[src/rtl/lcu_pkg.sv]
// Shared select/mode encodings and command decode for lcu and lcu_datapath.
package lcu_pkg;

    localparam logic [2:0] SEL_LOAD  = 3'b000;
    localparam logic [2:0] SEL_B     = 3'b001;
    localparam logic [2:0] SEL_C     = 3'b011;
    localparam logic [2:0] SEL_D_ADD = 3'b100;
    localparam logic [2:0] SEL_D_SUB = 3'b101;

    localparam logic M_ADD = 1'b0;
    localparam logic M_SUB = 1'b1;

    typedef enum logic [1:0] {
        CMD_LOAD = 2'd0,
        CMD_STEP = 2'd1,
        CMD_NOP  = 2'd2
    } cmd_e;

    // Unused codes are explicit no-ops; anything unmatched (incl. X/Z) decodes as a load.
    function automatic cmd_e decode_sel(input logic [2:0] sel);
        cmd_e cmd;
        case (sel)
            SEL_B, SEL_C, SEL_D_ADD, SEL_D_SUB: cmd = CMD_STEP;
            3'b010, 3'b110, 3'b111:             cmd = CMD_NOP;
            default:                            cmd = CMD_LOAD;
        endcase
        return cmd;
    endfunction

endpackage

[src/rtl/lcu_addsub.sv]
// Combinational WIDTH-bit add/subtract returning the carries into and out of the MSB.
module lcu_addsub #(
    parameter int unsigned WIDTH = 8
) (
    input  logic [WIDTH-1:0] a_i,
    input  logic [WIDTH-1:0] b_i,
    input  logic             sub_i,
    output logic [WIDTH-1:0] sum_o,
    output logic             c6_o,
    output logic             c7_o
);

    logic [WIDTH-1:0] b_eff;
    logic [WIDTH:0]   sum_full;

    assign b_eff    = sub_i ? ~b_i : b_i;
    assign sum_full = {1'b0, a_i} + {1'b0, b_eff} + (WIDTH+1)'(sub_i);

    assign sum_o = sum_full[WIDTH-1:0];
    assign c7_o  = sum_full[WIDTH];
    // Carry into the MSB recovered from the MSB's own sum bit.
    assign c6_o  = a_i[WIDTH-1] ^ b_eff[WIDTH-1] ^ sum_full[WIDTH-1];

endmodule

[src/rtl/lcu_datapath.sv]
// Accumulator datapath commanded by lcu; optional signed saturation via LCU_DATAPATH_SATURATE_EN.
module lcu_datapath
    import lcu_pkg::*;
#(
    parameter int unsigned WIDTH = 8
) (
    input  logic             clk,
    input  logic             reset,
    input  logic             s0,
    input  logic             s1,
    input  logic             s2,
    input  logic             m,
    input  logic             e,
    input  logic [WIDTH-1:0] in_a,
    input  logic [WIDTH-1:0] in_b,
    input  logic [WIDTH-1:0] in_c,
    input  logic [WIDTH-1:0] in_d,
    output logic             c6,
    output logic             c7,
    output logic [WIDTH-1:0] acc,
    output logic             ovf_flag,
    output logic [1:0]       step_cnt
);

    localparam int unsigned CNT_W = 2;
    localparam logic [CNT_W-1:0] CNT_MAX = CNT_W'(3);

    logic [WIDTH-1:0] acc_q,  acc_d;
    logic [WIDTH-1:0] op_b_q, op_b_d;
    logic [WIDTH-1:0] op_c_q, op_c_d;
    logic [WIDTH-1:0] op_d_q, op_d_d;
    logic             ovf_q,  ovf_d;
    logic [CNT_W-1:0] cnt_q,  cnt_d;

    logic [2:0]       sel;
    cmd_e             cmd;
    logic [WIDTH-1:0] opnd;
    logic [WIDTH-1:0] sum;
    logic [WIDTH-1:0] step_val;
    logic             sovf;
    logic             add_c6;
    logic             add_c7;

    assign sel = {s2, s1, s0};
    assign cmd = decode_sel(sel);

    // Operand mux; unknown or unused codes feed zero.
    always_comb begin
        opnd = '0;
        case (sel)
            SEL_B:                opnd = op_b_q;
            SEL_C:                opnd = op_c_q;
            SEL_D_ADD, SEL_D_SUB: opnd = op_d_q;
            default:              opnd = '0;
        endcase
    end

    lcu_addsub #(
        .WIDTH (WIDTH)
    ) u_addsub (
        .a_i   (acc_q),
        .b_i   (opnd),
        .sub_i (m),
        .sum_o (sum),
        .c6_o  (add_c6),
        .c7_o  (add_c7)
    );

    assign sovf = add_c6 ^ add_c7;

`ifdef LCU_DATAPATH_SATURATE_EN
    always_comb begin
        step_val = sum;
        if (sovf) begin
            step_val = acc_q[WIDTH-1] ? {1'b1, {(WIDTH-1){1'b0}}}
                                      : {1'b0, {(WIDTH-1){1'b1}}};
        end
    end
`else
    assign step_val = sum;
`endif

    always_comb begin
        acc_d  = acc_q;
        op_b_d = op_b_q;
        op_c_d = op_c_q;
        op_d_d = op_d_q;
        ovf_d  = ovf_q;
        cnt_d  = cnt_q;
        if (e) begin
            case (cmd)
                CMD_LOAD: begin
                    acc_d  = in_a;
                    op_b_d = in_b;
                    op_c_d = in_c;
                    op_d_d = in_d;
                    ovf_d  = 1'b0;
                    cnt_d  = '0;
                end
                CMD_STEP: begin
                    acc_d = step_val;
                    ovf_d = ovf_q | sovf;
                    cnt_d = (cnt_q == CNT_MAX) ? CNT_MAX : cnt_q + CNT_W'(1);
                end
                default: ;
            endcase
        end
    end

    always_ff @(posedge clk) begin
        if (reset) begin
            acc_q  <= '0;
            op_b_q <= '0;
            op_c_q <= '0;
            op_d_q <= '0;
            ovf_q  <= 1'b0;
            cnt_q  <= '0;
        end else begin
            acc_q  <= acc_d;
            op_b_q <= op_b_d;
            op_c_q <= op_c_d;
            op_d_q <= op_d_d;
            ovf_q  <= ovf_d;
            cnt_q  <= cnt_d;
        end
    end

    assign c6       = add_c6;
    assign c7       = add_c7;
    assign acc      = acc_q;
    assign ovf_flag = ovf_q;
    assign step_cnt = cnt_q;

endmodule

[config.mk]
export PLATFORM = sky130hd
export DESIGN_NAME = lcu_datapath
export DESIGN_NICKNAME = d
export VERILOG_FILES = /design/src/rtl/lcu_pkg.sv /design/src/rtl/lcu_addsub.sv /design/src/rtl/lcu_datapath.sv
export SDC_FILE = /design/constraint.sdc
export NUM_CORES = 1
export LEC_CHECK = 0
export CORE_UTILIZATION = 25
export DETAILED_ROUTE_END_ITERATION = 12
export SLEW_MARGIN = 20
export SYNTH_ARGS = -nofsm -noshare
export SYNTH_HDL_FRONTEND = slang
export SYNTH_HIERARCHICAL = 1
export SYNTH_SLANG_ARGS = --single-unit
[constraint.sdc]
create_clock -name clk -period 2.73 [get_ports clk]
set_clock_uncertainty 0.15 [all_clocks]
set_input_delay 0.273 -clock clk [delete_from_list [all_inputs] [get_ports clk]]
set_output_delay 0.273 -clock clk [all_outputs]
set_load 0.005 [all_outputs]
After elaboration in Yosys (flattened, before gate mapping)
Cells that the tools add are included.
Word-level totals
  word-level logic and storage cells: 37
  input port bits: 39
  output and inout bits: 13
  register bits: 35
Operators by class
  reductions and logical operators: 7
  equal/unequal tests: 9
  bitwise gates (word level): 5
  muxes and demuxes: 7
  add/subtract/negate cells: 3
Operators by type and width (number)
  8-bit case mux with 3 select lines: 1
  8-bit case mux with 2 select lines: 1
  3-bit equality test (second input constant): 4
  8-bit by 8-bit adder with 9-bit output: 1
  9-bit by 1-bit adder with 9-bit output: 1
  8-bit 2-to-1 mux: 1
  8-bit inverter: 1
  2-bit case mux with 2 select lines: 2
  3-bit by 2-bit equality test with 1-bit output (second input constant): 2
  2-bit AND reduction: 2
  4-bit OR reduction: 1
  3-bit by 1-bit equality test with 1-bit output (second input constant): 1
  3-bit OR reduction: 1
  1-bit XOR: 3
  2-bit by 1-bit adder with 2-bit output (second input constant): 1
  2-bit by 1-bit equality test with 1-bit output (second input constant): 1
  2-bit equality test (second input constant): 1
  2-bit zero test: 1
  2-bit 2-to-1 mux: 1
  1-bit case mux with 2 select lines: 1
  2-bit nonzero test: 1
  2-bit OR reduction: 1
  1-bit OR: 1

Logic depth before layout (Yosys ltp)
  word-level depth: 11
  mapped depth: 16
  depth with buffers taken out: 14

Modules after synthesis
Netlist, hierarchy kept.
By module, submodules not included
  lcu_datapath: area an instance 1524.0 um^2, cells each 185, sequential area each 700.7 um^2, times used 1
  lcu_addsub: area an instance 392.9 um^2, cells each 48, sequential area each 0.0 um^2, times used 1

Least setup slack after synthesis
OpenSTA, ideal clock, no wires.
  path type: input port to flip-flop
  start: input s0
  end: register ovf_q, in the netlist ovf_flag
  stages on the path: 15
  library setup time: 0.127 ns
  path slack: -0.298 ns
  required time: 2.453 ns
  arrival time: 2.751 ns
  cell sequence: nor2b_4 buf_6 and2_2 clkbuf_1 nand2_1 o21ai_0 mux2i_2 fa_1 nor2b_1 o31a_1 o31a_1 o22a_1 xor2_1 a21oi_1 nor3_1
Between the ends
  elaborated cells between the ends (all ways): 25
  classes of those cells: 2 x add/sub; 8 x eq/ne; 4 x mux; 5 x bitwise; 6 x reduce/logical
RTL lines
  start: declaration: line lcu_datapath.sv:9  | input logic s0,
  3-bit equality test: line lcu_datapath.sv:50  | case (sel)
  2-bit OR reduction: line lcu_datapath.sv:50
  8-bit case mux with 3 select lines (*): line lcu_datapath.sv:50
  net opnd[0]: line lcu_datapath.sv:37  | logic [WIDTH-1:0] opnd;
  8-bit inverter: line lcu_addsub.sv:16  | assign b_eff = sub_i ? ~b_i : b_i;
  8-bit 2-to-1 mux (*): line lcu_addsub.sv:16
  8-bit by 8-bit adder with 9-bit output (*): line lcu_addsub.sv:17  | assign sum_full = {1'b0, a_i} + {1'b0, b_eff} + (WIDTH+1)'(sub_i);
  9-bit by 1-bit adder with 9-bit output (*): line lcu_addsub.sv:17
  net c7: line lcu_datapath.sv:19  | output logic c7,
  1-bit XOR (*): line lcu_datapath.sv:69  | assign sovf = add_c6 ^ add_c7;
  1-bit OR (*): line lcu_datapath.sv:102  | ovf_d = ovf_q | sovf;
  1-bit case mux with 2 select lines (*): line lcu_datapath.sv:91  | case (cmd)
  end signal: assignment: line lcu_datapath.sv:123  | ovf_q <= ovf_d;
  end: declaration: line lcu_datapath.sv:32  | logic ovf_q, ovf_d;
Mark *: on every way through the listed nets, which the timed path passes. The rest lies on a longest branch.
A chain may end at the register's enable or synchronous reset.

Worst setup path after layout
  start: register op_d_q[1]
  end: output c7
Between the ends
  longest elaborated chain between the ends: 5
RTL lines
  start: declaration: line lcu_datapath.sv:31  | logic [WIDTH-1:0] op_d_q, op_d_d;
  start signal: assignment: line lcu_datapath.sv:122  | op_d_q <= op_d_d;
  8-bit case mux with 3 select lines (*): line lcu_datapath.sv:50
  net opnd[1]: line lcu_datapath.sv:37
  8-bit inverter: line lcu_addsub.sv:16
  8-bit 2-to-1 mux (*): line lcu_addsub.sv:16
  8-bit by 8-bit adder with 9-bit output (*): line lcu_addsub.sv:17
  9-bit by 1-bit adder with 9-bit output (*): line lcu_addsub.sv:17
  end: declaration: line lcu_datapath.sv:19
Marked as above.

==> Flow_metrics.wiki <==
{| class="wikitable"
! Metric !! Value
|-
| Most repeated cell in the gate-level netlist after synthesis || sky130_fd_sc_hd__nand2_1
|-
| Overall die area || 8020 um2
|-
| First drt pass iteration count || 4
|-
| Yosys warnings || 6
|-
| Top_reg_cell synth || sky130_fd_sc_hd__dfxtp_1
|-
| Maximum number of pins on one net before global-route repair || 36
|-
| Fraction of final layout cells sized beyond drive strength 1 || 0.234
|-
| Arrival time worst endpoint || 2.34 ns
|-
| Final max-slew violation count || 0
|-
| Sum of negative setup slack || -0.0310 ns
|-
| Number of buffer cells added on primary ports || between 50 and 60
|-
| Count of endpoints failing setup in the final report || 1
|-
| Via count || between 1,500 and 2,000
|-
| Min setup slack post-route || -0.0310 ns
|-
| Num CTS Buffers || 5
|-
| Setup repair after global routing missed its margin || yes
|-
| Ratio of final minimum period to clock period || 1.01
|-
| Initial core utilization || 0.261
|-
| Relative slew slack || 0.723
|-
| Number of global-route vias before repair || ~1,800
|-
| Synth Register Bits || 35
|-
| Starting DRC count in detailed routing || 97
|-
| Detail Route Antenna Nets || 0
|-
| Avg Synthesized Cell Area || 8.23 um2
|-
| Total power || 0.00126 W
|-
| Synth-to-Final Area Change || 50.4%
|-
| Crit path kind || reg2out
|-
| DP HPWL || approximately 3.9 mm
|-
| Count of unique library cells instantiated by Yosys || 37
|-
| Mapped cell area || roughly 1900 um2
|-
| Final global-route overflow total || 0
|-
| Total length of routed wires || around 5.2 mm
|-
| RD Place Congestion || 0.844
|-
| Pwr Density || 438 nW/um2
|-
| Antenna cells || 0
|-
| CTS tree || yes
|-
| Class of the most critical hold timing path || reg2reg
|-
| Tmin final || 2.76 ns
|-
| Net count after synthesis || 280
|-
| Sequential-to-total area share from yosys stat || 0.366
|-
| Post-synth top area share || 0.366
|-
| Largest fanout on the critical path || 2
|-
| CP required || 2.31 ns
|-
| Fraction of registers with async set or reset after synthesis || 0
|-
| Status || finished with violations
|-
| Total routing usage reported by global routing || 0.138
|-
| CP endpoint kind || output port
|-
| Violations in the final reports || negative setup slack
|-
| Leakage power figure || ~1.2 nW
|-
| Detail-routed via count per cell || ~4.5
|-
| Endpoints failing hold || 0
|-
| Max Cap Violations || 0
|-
| Clock root cell || sky130_fd_sc_hd__clkbuf_8
|-
| Maximum frequency from static timing analysis || about 360 MHz
|-
| Number of H-tree levels || 2
|-
| Net total in the final layout || approximately 360
|-
| Transition at the pin with the smallest max-transition slack || just over 0.4 ns
|-
| Clock sink count || 35
|-
| Number of flops mapped to enable cells by yosys || 0
|-
| Number of top-level pins || 52
|-
| Number of fill cells || ~750
|-
| Category of the worst setup path launch point || register
|-
| Die width || between 80 and 90 um
|-
| Clock tree buffer depth || 2
|-
| Clk slew on worst S/H paths || 0.07 ns
|-
| Routed length per instance || 12.7 um
|-
| Commonest cells in the synthesized netlist || sky130_fd_sc_hd__nand2_1 (57), sky130_fd_sc_hd__dfxtp_1 (35), sky130_fd_sc_hd__a21oi_1 (28)
|-
| Wire length of the first global-routing pass || a little over 8 mm
|-
| Number of antenna violations at the first check in global routing || 0
|-
| Share of the core filled with cells in the final layout || 0.393
|-
| # DRC || 0
|-
| Insertion delay of the later-clocked pin in the worst-skew pair || a little under 0.3 ns
|-
| Number of standard cells after synthesis || ~230
|-
| Max VDD drop || between 0.1 and 0.15 mV
|-
| Standard-cell rows || 31
|-
| Floorplan die height || 89.6 um
|-
| Core Region || ~7300 um2
|-
| Worst setup slack for register-to-register paths || 0.10 ns
|-
| Hold-fix buffers, CTS || 0
|-
| Largest cells by area after synthesis || sky130_fd_sc_hd__dfxtp_1 (37%), sky130_fd_sc_hd__nand2_1 (11%), sky130_fd_sc_hd__a21oi_1 (7.3%)
|-
| Cell type with the largest total area after synthesis || sky130_fd_sc_hd__dfxtp_1
|-
| Post-placement setup slack || -0.810 ns
|}
[per-layer routing]
| layer | track usage | vias up | part of all wire |
|---|---|---|---|
| li1 | - | 955 | - |
| met5 | 0 | - | 0 |
| met1 | 0.180 | 839 | 0.49 |
| met2 | 0.218 | 39 | 0.46 |
| met4 | 0.0519 | 0 | 0.013 |
| met3 | 0.0379 | 7 | 0.043 |
[metrics by stage]
stage	hold slack [ns]	cell area (um2)	std cells
2_1_floorplan	0.259	1940	233
3_3_place_gp	0.296	2690	397
3_5_place_dp	0.301	2690	397
4_1_cts	0.311	2800	409
5_1_grt	0.332	2880	411
6_report	0.309	2880	411
[area by class of cell]
class | instances | area, um2 | share of cell area
Tap cell | 99 | 124 | 0.0430
Sequential cell | 35 | 704 | 0.244
Clock buffer | 6 | 72.6 | 0.0252
Clock inverter | 2 | 12.5 | 0.00434
Timing Repair Buffer | 87 | 782 | 0.271
Multi-Input combinational cell | 176 | 1160 | 0.404
Inverter | 6 | 22.5 | 0.00781
[sequential cells by signal, summed over array words and instances (netlist names)]
| signal | cells |
|---|---|
| op_d_q | 8 |
| op_b_q | 8 |
| acc | 8 |
| ovf_flag | 1 |
| step_cnt | 2 |
| op_c_q | 8 |
[cell families after synthesis]
kind of cell	share of synthesized area
xor+xnor	0.0594
flops	0.366
mux	0.0490
fa+ha+maj	0.0561
buf+inv	0.0659
simple gates	0.191
compound gates	0.213
[worst paths after layout]
check        cells after the start      start         to
max                             10  op_d_q[1]         c7
min                              2  op_d_q[6]  op_d_q[6]
max reg2reg                     13  op_d_q[1]   ovf_flag
min reg2reg                      2  op_d_q[6]  op_d_q[6]
[timing repair]
action,4_1_cts,5_1_grt
buffers inserted,4,3
gates resized for setup,27,18
setup endpoints to repair,6,4
pin swaps,11,18
[critical path, cell delays in order (launching register included)]
cell	delay (ns)
sky130_fd_sc_hd__dfxtp_2	0.33
sky130_fd_sc_hd__a22oi_2	0.20
sky130_fd_sc_hd__o21ai_2	0.09
sky130_fd_sc_hd__xor2_1	0.21
sky130_fd_sc_hd__inv_1	0.10
sky130_fd_sc_hd__fa_2	0.43
sky130_fd_sc_hd__nor2b_4	0.12
sky130_fd_sc_hd__o31a_1	0.14
sky130_fd_sc_hd__o31a_1	0.15
sky130_fd_sc_hd__o22a_1	0.16
sky130_fd_sc_hd__buf_2	0.12
[placed cells by master, fill, tap and decap left out, drive strengths merged, types with 2 or more instances in the layout]
cell type      netlist  final
nand2               57     57
dlygate4sd2          0      2
nor3                 2      2
or2                  2      2
nor2                12     12
a22oi                8      8
o31a                 2      2
clkbuf               5      6
o21a                 2      2
nor2b                2      2
mux2i                9      9
dfxtp               35     35
inv                  6      6
xnor2                2      2
clkdlybuf4s50        0     45
buf                 11     40
o21ai               11     11
ha                   7      7
xor2                11     11
a21oi               29     29
a211oi               8      8
[where the power goes]
group | switching, W | internal (W)
clock | 0.000193 | 0.000178
combinational | 0.000142 | 0.000200
sequential | 0.0000178 | 0.000532
total | 0.000352 | 0.000910
No activity file was read; power rests on OpenSTA's default activity.
